<file path="config.mk">
export PLATFORM = sky130hd
export DESIGN_NAME = ahb_master_burst_req
export DESIGN_NICKNAME = d
export VERILOG_FILES = /design/src/rtl/ahb_master_burst_req.sv
export SDC_FILE = /design/constraint.sdc
export NUM_CORES = 1
export LEC_CHECK = 0
export CAP_MARGIN = 10
export CORE_UTILIZATION = 30
export DETAILED_ROUTE_END_ITERATION = 6
export GPL_TIMING_DRIVEN = 0
export PLACE_DENSITY = 0.59
export SLEW_MARGIN = 20
export SYNTH_ARGS = -nofsm -noshare
export SYNTH_HDL_FRONTEND = slang
export SYNTH_SLANG_ARGS = --single-unit
export TNS_END_PERCENT = 100
</file>
<file path="constraint.sdc">
create_clock -name hclk -period 2.93 [get_ports hclk]
set_clock_uncertainty 0.1 [all_clocks]
set_input_delay 0.586 -clock hclk [delete_from_list [all_inputs] [get_ports hclk]]
set_output_delay 0.586 -clock hclk [all_outputs]
set_load 0.02 [all_outputs]
</file>
<file path="src/rtl/ahb_master_burst_req.sv">
// AHB burst master request sequencer: IDLE -> REQ (arbitration) -> BURST beats.
// Optional grant-wait timeout enabled by defining REQ_TIMEOUT_EN.
package AHB_package;
    typedef enum logic [2:0] {
        SINGLE = 3'b000,
        INCR   = 3'b001,
        WRAP4  = 3'b010,
        INCR4  = 3'b011,
        WRAP8  = 3'b100,
        INCR8  = 3'b101,
        WRAP16 = 3'b110,
        INCR16 = 3'b111
    } hburst_type;
endpackage

// state | meaning
// S_IDLE  | ready for a command, bus released
// S_REQ   | command latched, requesting the bus, waiting for hgrant
// S_BURST | driving beats; a beat is accepted in each hgrant cycle
module ahb_master_burst_req
    import AHB_package::*;
#(
    parameter int ADDR_W         = 32,
    parameter int TIMEOUT_CYCLES = 16
) (
    input  logic              hclk,
    input  logic              hreset,
    input  logic              cmd_valid,
    output logic              cmd_ready,
    input  logic [ADDR_W-1:0] cmd_addr,
    input  hburst_type        cmd_burst,
    input  logic              cmd_write,
    output logic              hreq,
    input  logic              hgrant,
    output logic [ADDR_W-1:0] haddr,
    output logic [1:0]        htrans,
    output hburst_type        hburst,
    output logic              hwrite,
    output logic [2:0]        hsize,
    output logic              beat_done,
    output logic              burst_done,
    output logic              req_timeout
);

    localparam logic [1:0] HT_IDLE   = 2'b00;
    localparam logic [1:0] HT_NONSEQ = 2'b10;
    localparam logic [1:0] HT_SEQ    = 2'b11;

    typedef enum logic [1:0] {
        S_IDLE  = 2'b00,
        S_REQ   = 2'b01,
        S_BURST = 2'b10
    } state_t;

    state_t            state_q, state_d;
    logic [ADDR_W-1:0] addr_q, addr_d;
    hburst_type        burst_q, burst_d;
    logic              write_q, write_d;
    logic [3:0]        beat_q, beat_d;

    logic [3:0]        beat_limit;
    logic              is_wrap;
    logic [ADDR_W-1:0] wrap_mask;
    logic [ADDR_W-1:0] addr_inc;
    logic [ADDR_W-1:0] addr_next;
    logic              timeout_hit;
    logic              unused_addr_lsb;

    assign unused_addr_lsb = ^cmd_addr[1:0];

    always_comb begin
        beat_limit = 4'd0;
        case (burst_q)
            WRAP4,  INCR4:  beat_limit = 4'd3;
            WRAP8,  INCR8:  beat_limit = 4'd7;
            WRAP16, INCR16: beat_limit = 4'd15;
            default:        beat_limit = 4'd0;
        endcase
    end

    assign is_wrap = (burst_q == WRAP4) || (burst_q == WRAP8) || (burst_q == WRAP16);

    // Wrap boundary mask is 4*(limit+1)-1, i.e. {limit, 2'b11}.
    assign wrap_mask = {{(ADDR_W-6){1'b0}}, beat_limit, 2'b11};
    assign addr_inc  = addr_q + ADDR_W'(4);
    assign addr_next = is_wrap ? ((addr_q & ~wrap_mask) | (addr_inc & wrap_mask)) : addr_inc;

`ifdef REQ_TIMEOUT_EN
    localparam int WAIT_W = $clog2(TIMEOUT_CYCLES);

    logic [WAIT_W-1:0] wait_q, wait_d;

    // Down-counter reloaded while idle; terminal count zero marks the last REQ cycle.
    always_comb begin
        wait_d = wait_q;
        if (state_q == S_IDLE) begin
            wait_d = WAIT_W'(TIMEOUT_CYCLES - 1);
        end else if ((state_q == S_REQ) && !hgrant && (wait_q != '0)) begin
            wait_d = wait_q - WAIT_W'(1);
        end
    end

    always_ff @(posedge hclk or posedge hreset) begin
        if (hreset) begin
            wait_q <= WAIT_W'(TIMEOUT_CYCLES - 1);
        end else begin
            wait_q <= wait_d;
        end
    end

    assign timeout_hit = (wait_q == '0);
`else
    localparam int unused_timeout_cycles = TIMEOUT_CYCLES;

    assign timeout_hit = 1'b0;
`endif

    always_ff @(posedge hclk or posedge hreset) begin
        if (hreset) begin
            state_q <= S_IDLE;
            addr_q  <= '0;
            burst_q <= SINGLE;
            write_q <= 1'b0;
            beat_q  <= 4'd0;
        end else begin
            state_q <= state_d;
            addr_q  <= addr_d;
            burst_q <= burst_d;
            write_q <= write_d;
            beat_q  <= beat_d;
        end
    end

    always_comb begin
        state_d     = state_q;
        addr_d      = addr_q;
        burst_d     = burst_q;
        write_d     = write_q;
        beat_d      = beat_q;
        cmd_ready   = 1'b0;
        hreq        = 1'b0;
        htrans      = HT_IDLE;
        beat_done   = 1'b0;
        burst_done  = 1'b0;
        req_timeout = 1'b0;

        case (state_q)
            S_IDLE: begin
                cmd_ready = 1'b1;
                if (cmd_valid) begin
                    addr_d  = {cmd_addr[ADDR_W-1:2], 2'b00};
                    burst_d = cmd_burst;
                    write_d = cmd_write;
                    beat_d  = 4'd0;
                    state_d = S_REQ;
                end
            end
            S_REQ: begin
                hreq = 1'b1;
                if (hgrant) begin
                    state_d = S_BURST;
                end else if (timeout_hit) begin
                    req_timeout = 1'b1;
                    state_d     = S_IDLE;
                end
            end
            S_BURST: begin
                hreq   = 1'b1;
                htrans = (beat_q == 4'd0) ? HT_NONSEQ : HT_SEQ;
                if (hgrant) begin
                    beat_done = 1'b1;
                    beat_d    = beat_q + 4'd1;
                    addr_d    = addr_next;
                    if (beat_q == beat_limit) begin
                        burst_done = 1'b1;
                        state_d    = S_IDLE;
                    end
                end
            end
            default: begin
                state_d = S_IDLE;
            end
        endcase
    end

    assign haddr  = addr_q;
    assign hburst = burst_q;
    assign hwrite = write_q;
    assign hsize  = 3'b010;

endmodule

</file>
==> results.md <==
* Status: completed
* Drt wl/cell at 17.1 um
* Logic pwr share at 61.3%
* Slew headroom at 56.9%
* Routability cong. at 0.846
* Synth Instances at 325
* Crit path required time at 2.24 ns
* Lkg Pwr at 1.51 nW
* Pwr/cell area at 1130 nW/um^2
* Global Route Usage Sum at 18.9%
* Part of the cycle the worst path needs at 95.6%
* FP Rows at 34
* Post-DP Area at 3740 um^2
* Avg Vias per Cell at 5.53
* Vias at 2889
* Setup CP Type: reg2out
* Die area at 9750 um^2
* Crit path launch type: register
* Sequential share of power at 28.1%
* Port-buffer cells at 76
* Flops & latches, synth at 40
* Least-Margin Pin Slew at 0.644 ns
* Chip width at 98.7 um
* Sw Share at 48.7%
* Clock tree buffer depth at 2
* Post-DP HPWL at 6620 um
* Number of global-route vias before repair at 2801
* Hold Violations, Final at 0
* Setup TNS at 0 ns
* Peak VDD IR at 0.000502 V
* Initial antenna violation count at 0
* Initial DRC Count at 178
* Final Max Tran Viols at 0
* Largest net degree at the start of global routing at 30
* Hold slack at 0.416 ns
* Critical Path, Cell by Cell: inv_1 -> ha_1 -> clkbuf_4 -> clkinvlp_4 -> nor2_1 -> clkdlybuf4s50_1
* # diodes at 0
* Worst EP arrival at 2.12 ns
* Minimum clock period at 2.80 ns
* Clock Latency Late Sink at 0.30 ns
* CTS tree: yes
* Post-synth top area cell: dfrtp_1
* Max Freq at 357 MHz
* First-pass GRT wire length at 14500 um
* Worst-path clk slew at 0.08 ns
* Ys flop type: dfrtp_1
* H-tree Lvls at 2
* DRC Markers at 0
* Library cells used by synthesis at 59
* Synth warn at 0
* Nets at 460
* CTS Hold Bufs at 0
* Commonest non-fill, non-tap cell in the layout: clkdlybuf4s50_1
* GRT Residual Overflow at 0
* Async set-reset flop share out of synthesis at 100%
* Die Y at 98.7 um
* P_sw at 0.00212 W
* CTS Buf Count at 5
* # setup viols final at 0
* CP max FO at 8
* Routed Antenna Nets at 0
* Post-synth EDFFs at 0
* Register area share after synthesis at 35.7%
* Cell-internal power at 0.00223 W
* P&R area growth vs syn at 37.4%
* Mean Syn Cell Area at 8.64 um^2
* Fin util at 43.4%
* IO Count at 86
* CP top delay family: buffers and inverters
* Max-cap violations at 0
* Critical path's largest stage delay at 0.60 ns
* Min-delay worst type: reg2reg
* Pre-antenna DRT Iters at 4
* Initial Utilization at 31.6%
* Share of cells above drive strength 1 at 9.66%
* Top area cells in the synthesized netlist: dfrtp_1 36%, a21oi_1 5.7%, nand3_1 5.5%
* Clock share of power at 10.7%
* WP buf/inv at 4
* Root buf cell: clkbuf_8
* Post-synthesis cell area at 2810 um^2
* CP endpoint kind: output port
* Core area at 8890 um^2
* Final instance area at 3860 um^2
* RSZ-0062 raised after global routing: no
* Clock Sinks at 40
* Synth top area share at 35.7%
* DRT Wirelength at 8910 um
* Commonest non-fill, non-tap cells in the layout: 74 x clkdlybuf4s50_1, 40 x dfrtp_1, 32 x a21oi_1
* Slowest CP cell: clkdlybuf4s50_1
-- Yosys cell counts, types with 2 or more instances --
cell type / n
nand4_1: 10
o21ai_0: 16
buf_6: 2
a21oi_1: 32
buf_4: 6
conb_1: 2
buf_2: 5
a21o_1: 3
nor2_1: 19
nand4_4: 2
ha_1: 7
nor4_1: 3
mux2_2: 4
dfrtp_1: 40
mux2i_1: 4
nor4_4: 3
nand3_1: 31
a2bb2oi_1: 10
nand2_1: 24
a22oi_1: 4
inv_1: 8
nand2b_1: 4
and2_1: 2
xnor2_1: 3
o211ai_1: 3
clkbuf_1: 11
or3_1: 4
a211oi_1: 3
o22ai_1: 15
a22o_1: 2
a41o_1: 3
nor3_1: 8
and3_1: 6
-- stage by stage --
step           worst slack, ns  instances  power [W]
2_1_floorplan            0.467        329    0.00283
3_3_place_gp          -0.00365        513    0.00383
3_5_place_dp         -0.000952        514    0.00387
4_1_cts                 0.0116        522    0.00436
5_1_grt                 0.0129        522    0.00467
6_report                 0.128        522    0.00434
-- kinds of logic (layout without fill, tap and decap cells) --
| group | Yosys count | count (layout) | share of synthesized area [%] |
|---|---|---|---|
| xor gates and xnor gates | 4 | 4 | 1.25 |
| muxes | 8 | 8 | 3.03 |
| adders and majority gates | 7 | 7 | 3.12 |
| and+or+nand+nor | 124 | 124 | 25.4 |
| buffers and inverters | 34 | 119 | 6.10 |
| AOI/OAI and AO/OA | 106 | 106 | 25.1 |
| other | 2 | 6 | 0.267 |
| DFF | 40 | 40 | 35.7 |
-- final timing paths --
kind / start / to / slack [ns] / cells past startpoint
setup / recovery: state_q[0]$_DFFE_PP0P_ / beat_done / 0.13 / 6
max in group asynchronous: hreset / haddr[4]$_DFFE_PP0P_ / 1.82 / 3
hold reg to reg: hwrite$_DFFE_PP0P_ / hwrite$_DFFE_PP0P_ / 0.42 / 1
min in group asynchronous: hreset / state_q[1]$_DFFE_PP0P_ / 0.45 / 2
setup reg to reg: state_q[0]$_DFFE_PP0P_ / haddr[26]$_DFFE_PP0P_ / 0.33 / 7
hold / removal: hwrite$_DFFE_PP0P_ / hwrite$_DFFE_PP0P_ / 0.42 / 1
-- per-layer routing --
metal | part of all wire, % | GRT usage [%] | up-vias | wire, um
li1 | - | - | 1393 | -
met1 | 47 | 26.1 | 1377 | 4180
met2 | 45 | 29.0 | 103 | 4010
met3 | 6.1 | 3.76 | 16 | 540
met4 | 2.0 | 7.46 | 0 | 176
met5 | 0 | 0 | - | 0
-- sequential cells by signal, indices dropped and copies added, names as in the netlist --
signal / count
beat_q: 4
haddr: 30
hburst: 3
hwrite: 1
state_q: 2
-- area by class of cell --
class,instances,area (um^2)
clock buffer,6,72.6
fill,904,5030
clock inverter,2,35.0
inverter,9,37.5
buffer,24,136
multi-input combinational,255,1650
timing repair buffer,78,790
sequential,40,1000
tap,108,135
-- power by group through the flow --
stage / logic, W / registers [W] / clock network [W]
2_1_floorplan: 0.00141 / 0.00142 / 0
3_3_place_gp: 0.00262 / 0.00122 / 0
3_5_place_dp: 0.00265 / 0.00122 / 0
4_1_cts: 0.00267 / 0.00122 / 0.000473
5_1_grt: 0.00290 / 0.00128 / 0.000495
6_report: 0.00266 / 0.00122 / 0.000463
-- timing repair --
action	CTS	global route
setup buffers	1	0
setup endpoints to repair	3	2
gates resized for setup	2	2
(Power assumes the default switching activity.)
